===== config.mk =====
export PLATFORM = sky130hd
export DESIGN_NAME = debounce_edge
export DESIGN_NICKNAME = d
export VERILOG_FILES = /design/src/rtl/debounce_edge.sv
export SDC_FILE = /design/constraint.sdc
export NUM_CORES = 1
export LEC_CHECK = 0
export ABC_CLOCK_PERIOD_IN_PS = 1850
export CAP_MARGIN = 20
export CORE_AREA = 3 3 53 55
export DETAILED_ROUTE_END_ITERATION = 16
export DIE_AREA = 0 0 56 58
export SLEW_MARGIN = 20
export SYNTH_ARGS = -nofsm -noshare
export SYNTH_HDL_FRONTEND = slang
export SYNTH_SLANG_ARGS = --single-unit

===== constraint.sdc =====
create_clock -name clk -period 1.85 [get_ports clk]
set_input_delay 0.2775 -clock clk [delete_from_list [all_inputs] [get_ports clk]]
set_output_delay 0.2775 -clock clk [all_outputs]
set_load 0.05 [all_outputs]

===== src/rtl/debounce_edge.sv =====
// debounce_edge: debounces a raw level into a clean registered level with rise/fall strobes.
//   clk   - clock, all state updates on posedge
//   rst_n - asynchronous active-low reset
//   d     - raw, possibly bouncing level
//   out   - debounced level
//   rise  - one-cycle strobe in the cycle out goes 0->1
//   fall  - one-cycle strobe in the cycle out goes 1->0
//   busy  - high while a transition is being qualified or held off
// Optional: define DEBOUNCE_SYNC2_EN to add a 2-flop synchronizer ahead of the sample register.
module debounce_edge #(
    parameter int unsigned STABLE_CYCLES  = 4,
    parameter int unsigned HOLDOFF_CYCLES = 2,
    parameter logic        RST_VAL        = 1'b0
) (
    input  logic clk,
    input  logic rst_n,
    input  logic d,
    output logic out,
    output logic rise,
    output logic fall,
    output logic busy
);
    typedef enum logic [1:0] {IDLE, WAIT, HOLD} state_t;
    localparam logic [7:0] STABLE_LAST = 8'(STABLE_CYCLES - 1);
    localparam logic [7:0] HOLD_LAST   = 8'(HOLDOFF_CYCLES - 1);
    logic   d_in, d_q;
    state_t state_q, state_d;
    logic [7:0] cnt_q, cnt_d;
    logic   out_q, out_d, rise_q, rise_d, fall_q, fall_d, busy_q, busy_d;
`ifdef DEBOUNCE_SYNC2_EN
    logic [1:0] sync_q;
    always_ff @(posedge clk or negedge rst_n) begin
        if (!rst_n) sync_q <= {2{RST_VAL}};
        else        sync_q <= {sync_q[0], d};
    end
    assign d_in = sync_q[1];
`else
    assign d_in = d;
`endif
    always_ff @(posedge clk or negedge rst_n) begin
        if (!rst_n) begin
            d_q     <= RST_VAL;
            state_q <= IDLE;
            cnt_q   <= 8'd0;
            out_q   <= RST_VAL;
            rise_q  <= 1'b0;
            fall_q  <= 1'b0;
            busy_q  <= 1'b0;
        end else begin
            d_q     <= d_in;
            state_q <= state_d;
            cnt_q   <= cnt_d;
            out_q   <= out_d;
            rise_q  <= rise_d;
            fall_q  <= fall_d;
            busy_q  <= busy_d;
        end
    end
    always_comb begin
        state_d = state_q;
        cnt_d   = cnt_q;
        out_d   = out_q;
        rise_d  = 1'b0;
        fall_d  = 1'b0;
        case (state_q)
            IDLE: begin
                if (d_q != out_q) begin
                    state_d = WAIT;
                    cnt_d   = 8'd1;
                end
            end
            WAIT: begin
                if (d_q == out_q) begin
                    state_d = IDLE;
                    cnt_d   = 8'd0;
                end else if (cnt_q == STABLE_LAST) begin
                    out_d   = d_q;
                    rise_d  = d_q;
                    fall_d  = !d_q;
                    cnt_d   = 8'd0;
                    state_d = (HOLDOFF_CYCLES == 0) ? IDLE : HOLD;
                end else begin
                    cnt_d = cnt_q + 8'd1;
                end
            end
            HOLD: begin
                if (cnt_q == HOLD_LAST) begin
                    state_d = IDLE;
                    cnt_d   = 8'd0;
                end else begin
                    cnt_d = cnt_q + 8'd1;
                end
            end
            default: begin
                state_d = IDLE;
                cnt_d   = 8'd0;
            end
        endcase
        // registered so busy lines up with the cycles the FSM sits in WAIT/HOLD
        busy_d = (state_d == WAIT) || (state_d == HOLD);
    end
    assign out  = out_q;
    assign rise = rise_q;
    assign fall = fall_q;
    assign busy = busy_q;
endmodule


==> flow_metrics.py <==
metrics = {
    "status": {
        "status": "complete, no violations",
    },
    "routing": {
        "wl_per_cell_um": 13.00,
        "drc": 0,
        "drt_wl_total_mm": 1.599,
        "vias": 637,
        "ant_nets": 0,
        "drt_iter0_markers": 20,
        "via_per_inst": 5.179,
        "first_pass_iters": 4,
    },
    "sta": {
        "layout_setup_ws_ns": 0.1426,
        "rsz0062_at_grt": "false",
        "hold_viol": 0,
        "timing.hold.ws_ns": 0.2867,
        "finClkSkew_ns": 0.009694,
        "min_period_over_period": 0.9229,
        "drv_slew": 0,
        "setup_tns_ns": 0,
        "setup_viol": 0,
        "relSlewSlack": 0.6611,
        "worst_pin_slew_ns": 0.5084,
        "min_period_ns": 1.707,
        "clock.fmax_mhz": 585.7,
    },
    "synth": {
        "synth_ff_type": "dfrtp_1",
        "synth_edf_count": 0,
        "synth_area_leaders": "dfrtp_1 (46%), nand2_1 (5.0%), nor2_1 (4.1%)",
        "yosysTopAreaCell": "dfrtp_1",
        "ys_types": 33,
        "yosys_warnings": 0,
        "synth_seq_cells": 15,
        "syn_area_um2": 824.5,
        "netlist_instances": 84,
        "synth_top_area_share": 0.4552,
        "synthesis.nets": 89,
        "synth-async-reset-ratio": 1.000,
        "synth-seq-area-share": 0.4552,
        "syn_area_per_cell_um2": 9.816,
    },
    "global_route": {
        "grt_max_degree": 16,
        "grt.total_usage": 0.1093,
        "grt_pass1_vias": 598,
        "antenna_found_initial": 0,
        "grt_pass1_wl_mm": 2.739,
        "grt-ovfl-total": 0,
    },
    "final_layout": {
        "syn_to_final_growth_pct": 15.33,
        "final_cell_mix": "dfrtp_1 (15), nand2_1 (11), nor2_1 (8)",
        "register_area_um2": 375.4,
        "drive_gt1_frac": 0.1613,
        "nNetsFinal": 99,
        "final_core_util": 0.3909,
        "final_common_cell": "dfrtp_1",
        "antenna_cells": 0,
        "multiInputGateArea_um2": 424.2,
        "fill_cells": 252,
    },
    "die": {
        "num_rows": 18,
        "die_area_um2": 3248,
        "core-area_um2": 2432,
        "pin_count": 7,
        "dieHeight_um": 58,
        "fp.dieW_um": 56,
        "start_util": 0.3390,
    },
    "clock_network": {
        "cts_buffer_depth": 2,
        "cts_sinks": 15,
        "clk_latency_ns": 0.29,
        "numCtsBuffers": 3,
        "cts-root-buf": "clkbuf_4",
        "h-tree-depth": 1,
        "cts_tree": "yes",
        "path_clk_slew_ns": 0.10,
        "cts_setup_buffers": 0,
    },
    "hold_path": {
        "hold_path.class": "primary input to asynchronous set/reset pin",
    },
    "power_and_ir_drop": {
        "pwr_density_cell_nw_per_um2": 1253,
        "peakVddDrop_mv": 0.7221,
        "p_leak_nw": 0.3979,
    },
    "setup_path": {
        "max_stage_delay_ns": 0.47,
        "startpoint_type": "flop",
        "critPathArrivalTime_ns": 1.93,
        "startpoint": "cnt_q[0]",
        "crit_family": "flip-flops",
        "worstPathCellList": "ha_2 > nand4_1 > a211oi_1 > mux2_2 > nor2_1",
        "required_ns": 2.07,
        "endpoint_kind": "flop",
        "r2r-start": "cnt_q[0]",
        "crit_type": "flop to flop",
        "slowest_stage": "dfrtp_1",
        "path_max_fanout": 7,
        "path_buf_inv": 0,
    },
    "placement": {
        "io_buffers": 6,
        "gp_congestion": 0.8327,
        "place_hpwl_mm": 1.200,
        "pre_cts_ws_ns": 0.1494,
    },
    "job": {
        "cap_viol_max_count": 0,
    },
}
## cells by family after synthesis
family	after synthesis	share of synthesized area
AND/OR/NAND/NOR	32	0.2003
AO/OA/AOI/OAI	24	0.2155
buffers and inverters	7	0.03642
flip-flops	15	0.4552
XOR/XNOR	2	0.03036
multiplexers	2	0.03186
adder cells (fa/ha/maj)	2	0.03034
## final timing paths
kind / to / slack, ns / depth (start not counted)
max: cnt_q[6] / 0.14 / 5
min: out / 0.29 / 2
max reg2reg: cnt_q[6] / 0.14 / 5
min reg2reg: cnt_q[7] / 0.48 / 1
max in group asynchronous: cnt_q[3] / 1.38 / 2
min in group clk: d_q / 0.41 / 1
## sequential cells by signal, summed over array words and instances, names as in the netlist
name	flops
busy	1
cnt_q	8
d_q	1
fall	1
out	1
rise	1
state_q	2
## cell usage after synthesis, types with 2 or more instances
| master | number |
|---|---|
| o211ai_1 | 2 |
| o21ai_0 | 5 |
| o22ai_1 | 5 |
| a211oi_1 | 2 |
| ha_1 | 2 |
| nor2_1 | 9 |
| nand4_1 | 2 |
| nand3_1 | 3 |
| nand2_1 | 11 |
| inv_1 | 5 |
| a311oi_2 | 2 |
| dfrtp_1 | 15 |
## layout make-up
| class | instances | area share |
|---|---|---|
| Timing Repair Buffer | 7 | 0.06842 |
| Clock inverter | 1 | 0.007895 |
| Clock buffer | 3 | 0.02368 |
| Tap cell | 30 | 0.03947 |
| Sequential cell | 15 | 0.3947 |
| Inverter | 5 | 0.01974 |
| Multi-Input combinational cell | 62 | 0.4461 |
## stage by stage
stage                     instance area, um2  std cells  total power [W]
after detailed placement               915.9        119        0.0009905
after global placement                 915.9        119        0.0009861
after floorplan                        824.5         84        0.0008615
final                                  950.9        123         0.001192
after CTS                              945.9        123         0.001190
after global routing                   950.9        123         0.001273
## routing by layer
metal	part of all wire	vias to the layer above	GRT usage	wire length [um]
li1	-	326	-	-
met1	0.51	301	0.1450	808
met2	0.44	6	0.1619	705
met3	0.024	4	0.02227	38
met4	0.029	0	0.07119	47
met5	0	-	0	0
## power breakdown
group	total [W]	switching, W	internal, W	leakage, nW
registers	0.000486	0.0000986	0.000388	0.199
clock network	0.000199	0.000117	0.0000823	0.0139
logic	0.000506	0.000322	0.000184	0.185
total	0.00119	0.000538	0.000654	0.398
## repair_timing
| item | CTS | global route |
|---|---|---|
| hold buffers | 0 | 0 |
| endpoints found under the setup margin | 0 | 2 |
| gates resized for setup | 0 | 2 |
Note: power is estimated with default switching activity, not from simulation.
==> variant 1 (config.mk and constraints unchanged) <==
The parameter `RST_VAL` goes from 1'b0 to 1'b1.
--- a/src/rtl/debounce_edge.sv
+++ b/src/rtl/debounce_edge.sv
@@ -11,5 +11,5 @@
     parameter int unsigned STABLE_CYCLES  = 4,
     parameter int unsigned HOLDOFF_CYCLES = 2,
-    parameter logic        RST_VAL        = 1'b0
+    parameter logic        RST_VAL        = 1'b1
 ) (
     input  logic clk,
Check against the original RTL: not equivalent (Yosys sat finds a counterexample within 4 cycles, from zero or initial values and one cycle with rst_n low).
==> variant 1 against the unedited design <==
  * First-iteration DRC count is 50% lower
  * Sequential share of layout area is 0.47 points higher
  * Sequential cell count stayed put
  * Routed wire length is 2.6% lower
  * Area after synthesis is 0.30% higher
  * Power is 1.3% lower
  * Final cell count stayed put
  * Cell area is 0.53% lower
  * Clock skew is 0.54 ps lower
  * Non-clock buffer count stayed put
  * Utilization is 0.21 points lower
  * Setup slack worse by 3.9 ps
  * Critical endpoint is now cnt_q[4]
  * Largest cell class unchanged
==> variant 1: results (changes against the unedited design) <==
The transition time at the pin with the least slew margin is 494.3 ps (was 508.4 ps). The post-synthesis adder-cell area fraction is 0.03026 (was 0.03035). The sum of net half-perimeters after detailed placement is 1.140 mm (was 1.200 mm). The routability congestion estimate came out at 0.8117 (was 0.8327). The net count reported at finish is 99 (unchanged). The average routed wire per standard cell is 12.67 um (was 13.00 um). Most common library cells after synthesis: sky130_fd_sc_hd__dfrtp_1 (13), sky130_fd_sc_hd__nand2_1 (11), sky130_fd_sc_hd__nor2_1 (9) (was sky130_fd_sc_hd__dfrtp_1 (15), sky130_fd_sc_hd__nand2_1 (11), sky130_fd_sc_hd__nor2_1 (9)).

The maximum vdd drop is 738.7 uV (was 722.1 uV). The multiplexer fraction of the synthesized cell area was 0.03177 (was 0.03187). The first-pass GRT wire length came out at 2.856 mm (was 2.739 mm). The unique cell type count in the Yosys netlist came out at 34 (was 33). The aggregate global-route resource usage is 0.1106 (was 0.1093). The synthesized-area fraction occupied by ao, oa, aoi and oai cells came out at 0.2148 (was 0.2155). The number of antenna repair diodes is 0 (unchanged).

Result of the run: completed (unchanged). The count of input and output buffers came out at 6 (unchanged). The type of the worst min-delay path is primary input to asynchronous set/reset pin (unchanged). The largest clock skew in the final design is 9.149 ps (was 9.694 ps). The share of the yosys chip area belonging to registers came to 0.4569 (was 0.4552). The fraction of layout cells with a size suffix above 1 came out at 0.1613 (unchanged).

The via count of the first global-routing pass was 634 (was 598). The maximum fanout encountered on the critical timing path came out at 8 (was 7). The master cell of the clock root buffer was sky130_fd_sc_hd__clkbuf_4 (unchanged). The via density per instance was 5.317 (was 5.179). The post-cts resize count came to 0 (unchanged). The xor and xnor area share after synthesis was 0.03026 (was 0.03035). The startpoint type of the worst setup path is a register (unchanged).

The number of design-rule violations left by the first detailed-router iteration came to 10 (was 20). The maximum buffer depth of the clock tree came to 2 (unchanged). The startpoint of the worst-slack reg-to-reg timing path is cnt_q[2] (was cnt_q[0]). The length in cells of the worst reg-to-reg path came out at 4 (was 5). The reg-to-reg setup timing slack is about 140 ps. The capture instance of the worst register-to-register path is cnt_q[4] (was cnt_q[6]). The clock-pin slew on the worst setup and hold paths is approximately 90 ps. The share of synthesized flip-flops with an asynchronous set or reset was 1.000 (unchanged).

The data arrival at the endpoint of the critical path came out at 1870 ps (was 1930 ps). The leakage power came out at 0.3995 nW (was 0.3979 nW). The number of filler instances in the final layout came to 251 (was 252). Largest cells by area after synthesis: sky130_fd_sc_hd__dfrtp_1 (39%), sky130_fd_sc_hd__dfstp_2 (6.4%), sky130_fd_sc_hd__nand2_1 (5.0%) (was sky130_fd_sc_hd__dfrtp_1 (46%), sky130_fd_sc_hd__nand2_1 (5.0%), sky130_fd_sc_hd__nor2_1 (4.1%)). The cell area after placement is 918.4 um2 (was 915.9 um2). The count of yosys warnings during synthesis was 0 (unchanged).
variant 1: cell types whose count changed after synthesis, sizes merged:
cell | unedited run | this run
dfstp | 0 | 2
dfrtp | 15 | 13
variant 1: kinds of logic after synthesis:
logic type | Yosys count
buf+inv | 7
mux | 2
compound gates | 24
xor+xnor | 2
fa+ha+maj | 2
simple gates | 32
flops | 15
variant 1: how the worst min path moves through the flow:
stage	start	endpoint	slack, ps	cells after the start
6_report	rst_n	rise	300	2
5_1_grt	rst_n	rise	310	2
4_1_cts	rst_n	cnt_q[4]	300	2
3_5_place_dp	cnt_q[7]	cnt_q[7]	480	1
3_3_place_gp	cnt_q[7]	cnt_q[7]	470	1
2_1_floorplan	rst_n	busy	-20	0
variant 1: routing by layer:
metal | wire length, um | vias to the layer above | track usage
li1 | - | 329 | -
met2 | 678 | 17 | 0.1669
met4 | 15 | 0 | 0.03390
met3 | 86 | 2 | 0.04232
met5 | 0 | - | 0
met1 | 778 | 306 | 0.1474
variant 1: report_power, final:
| part | internal [mW] | switching, mW |
|---|---|---|
| Combinational | 0.182 | 0.319 |
| Sequential | 0.397 | 0.0916 |
| Clock | 0.0804 | 0.106 |
variant 1: cell type report:
cell class / count / area share
repair buffers: 7 / 0.06878
clock inverters: 1 / 0.005291
multi-input cells: 62 / 0.4431
clock buffers: 3 / 0.02381
flip-flops and latches: 15 / 0.3995
well taps: 30 / 0.03968
inverters: 5 / 0.01984
variant 1: stage by stage:
stage          setup WS (ps)  hold WS [ps]  instances  utilization
3_3_place_gp           200.2         471.9        119       0.3776
4_1_cts                129.0         300.7        123       0.3889
2_1_floorplan          230.9        -18.09         84            -
5_1_grt                3.606         306.0        123       0.3889
3_5_place_dp           145.6         479.2        119       0.3776
6_report               138.8         297.4        123       0.3889
variant 1: worst max-delay path, stage by stage (launching register included):
cell and delay, ps:
sky130_fd_sc_hd__dfrtp_1 480, sky130_fd_sc_hd__nor4_4 430, sky130_fd_sc_hd__a311oi_2 240, sky130_fd_sc_hd__nor2_1 270, sky130_fd_sc_hd__o221ai_1 160
==> variant 2 (config.mk and constraints unchanged) <==
Made on the original files. Re-encode `state_t` (3 states) as one-hot, 3 bits wide.
--- a/src/rtl/debounce_edge.sv
+++ b/src/rtl/debounce_edge.sv
@@ -21,5 +21,5 @@
     output logic busy
 );
-    typedef enum logic [1:0] {IDLE, WAIT, HOLD} state_t;
+    typedef enum logic [2:0] {IDLE = 3'b001, WAIT = 3'b010, HOLD = 3'b100} state_t;
     localparam logic [7:0] STABLE_LAST = 8'(STABLE_CYCLES - 1);
     localparam logic [7:0] HOLD_LAST   = 8'(HOLDOFF_CYCLES - 1);
Behaviour: no difference found for any inputs over 10 cycles, from zero or initial values and one cycle with rst_n low; not proved beyond that.
==> variant 2 against the unedited design <==
  * Sequential cell count rose by 1
  * Utilization up 1.6 points
  * Cell area up 4.1%
  * Setup slack lost 63 ps
  * Maximum frequency down 3.6%
  * Routed wire length decreased by 7.8%
  * Area after synthesis down 3.6%
Power is not compared: it rests on default switching activity, and its combinational part moved more than twofold at a synthesized area within 25%.
==> variant 2: results (changes against the unedited design) <==
Most common library cells after synthesis: sky130_fd_sc_hd__dfrtp_1 (15), sky130_fd_sc_hd__nand2_1 (5), sky130_fd_sc_hd__nor3_1 (5) (was sky130_fd_sc_hd__dfrtp_1 (15), sky130_fd_sc_hd__nand2_1 (11), sky130_fd_sc_hd__nor2_1 (9)). Largest registers: cnt_q (8), state_q (3) (was cnt_q (8), state_q (2)). Largest cells by area after synthesis: sky130_fd_sc_hd__dfrtp_1 (47%), sky130_fd_sc_hd__a21o_1 (3.8%), sky130_fd_sc_hd__nor3b_1 (3.8%) (was sky130_fd_sc_hd__dfrtp_1 (46%), sky130_fd_sc_hd__nand2_1 (5.0%), sky130_fd_sc_hd__nor2_1 (4.1%)).

The final hold violation count is 0 (unchanged). The sum of net half-perimeters after detailed placement came to 1.127 mm (was 1.200 mm). The maximum fanout encountered on the critical timing path is 3 (was 7). The total nets after synthesis was 81 (was 89).

The longest individual stage delay on the worst path is 820 ps (was 470 ps). The slowest library cell on the worst path was sky130_fd_sc_hd__clkdlybuf4s50_1 (was sky130_fd_sc_hd__dfrtp_1). The net count reported at finish came out at 98 (was 99). The largest clock skew in the final design is 4.396 ps (was 9.694 ps). The share of the yosys chip area belonging to registers is 0.5055 (was 0.4552). The synthesized-area fraction occupied by ao, oa, aoi and oai cells came out at 0.1654 (was 0.2155). The headroom to the max-slew limit is 0.6696 (was 0.6611). The start point of the critical path is out (was cnt_q[0]). The via density per instance was 5.025 (was 5.179). The multiplexer fraction of the synthesized cell area came to 0.01417 (was 0.03187). The xor and xnor area share after synthesis came out at 0.01102 (was 0.03035).

The number of antenna repair diodes is 0 (unchanged). The startpoint of the worst-slack reg-to-reg timing path is cnt_q[3] (was cnt_q[0]). The aggregate global-route resource usage is 0.1041 (was 0.1093). The number of filler instances in the final layout came out at 239 (was 252).

The number of antenna violations at the first check in global routing is 0 (unchanged). The post-synthesis adder-cell area fraction was 0.03150 (was 0.03035). The type of the worst min-delay path was primary input to asynchronous set/reset pin (unchanged). The via count of the first global-routing pass is 626 (was 598). Result of the run: completed (unchanged). The routability congestion estimate came to 0.8384 (was 0.8327). The fraction of layout cells with a size suffix above 1 came out at 0.2283 (was 0.1613).

The number of design-rule violations left by the first detailed-router iteration is 8 (was 20). The cell class contributing the biggest share of worst-path delay is buffers and inverters (was flip-flops). The first-pass GRT wire length is 2.642 mm (was 2.739 mm). The total wire length after detailed routing came out at 1.475 mm (was 1.599 mm). The data arrival at the endpoint of the critical path came out at 1490 ps (was 1930 ps). The share of synthesized flip-flops with an asynchronous set or reset is 1.000 (unchanged). The largest net degree at the start of global routing was 14 (was 16). The unique cell type count in the Yosys netlist came to 30 (was 33). The pre-CTS setup slack is 53.03 ps (was 149.4 ps).
## variant 2: cell families after synthesis
kind of cell / count (synthesis)
buffers and inverters: 3
multiplexers: 1
AND/OR/NAND/NOR: 34
AO/OA/AOI/OAI: 19
XOR/XNOR: 1
adder cells (fa/ha/maj): 2
flip-flops: 16
## variant 2: report_power, final
part | internal [mW] | switching, mW | leakage (nW) | total, mW
clock network | 0.120 | 0.107 | 0.0210 | 0.227
registers | 0.368 | 0.0155 | 0.212 | 0.384
logic | 0.0429 | 0.0593 | 0.232 | 0.102
total | 0.531 | 0.182 | 0.465 | 0.713
## variant 2: layer usage
metal | wire length, um | vias up | global-route usage
met5 | 0 | - | 0
met4 | 0 | 0 | 0.03390
met3 | 48 | 0 | 0.04232
met2 | 727 | 5 | 0.1669
met1 | 698 | 298 | 0.1283
li1 | - | 310 | -
## variant 2: path summary, 6_finish.rpt
kind	cells after the start	slack [ps]	end
worst min-delay path	1	280	cnt_q[3]
worst max register to register	6	100	cnt_q[6]
max in group asynchronous	2	1110	cnt_q[4]
min in group clk	1	430	d_q
worst max-delay path	1	80	out
worst min register to register	1	500	fall
## variant 2: cell type report
cell class / count / share of cell area
multi-input cells: 57 / 0.3932
well taps: 30 / 0.03793
inverters: 2 / 0.007585
flip-flops and latches: 16 / 0.4071
clock buffers: 4 / 0.03666
repair buffers: 13 / 0.1176
## variant 2: what timing repair did
action,4_1_cts,5_1_grt
hold buffers,0,0
endpoints found under the setup margin,0,7
gates resized for setup,0,4
endpoints found under the hold margin,0,0
## variant 2: per-stage QoR
stage,cell area (um2),util,std cells
detailed placement,933.4,0.3837,118
finish,989.7,0.4069,122
global placement,933.4,0.3837,118
CTS,969.7,0.3987,122
floorplan,794.5,-,76
global route,989.7,0.4069,122
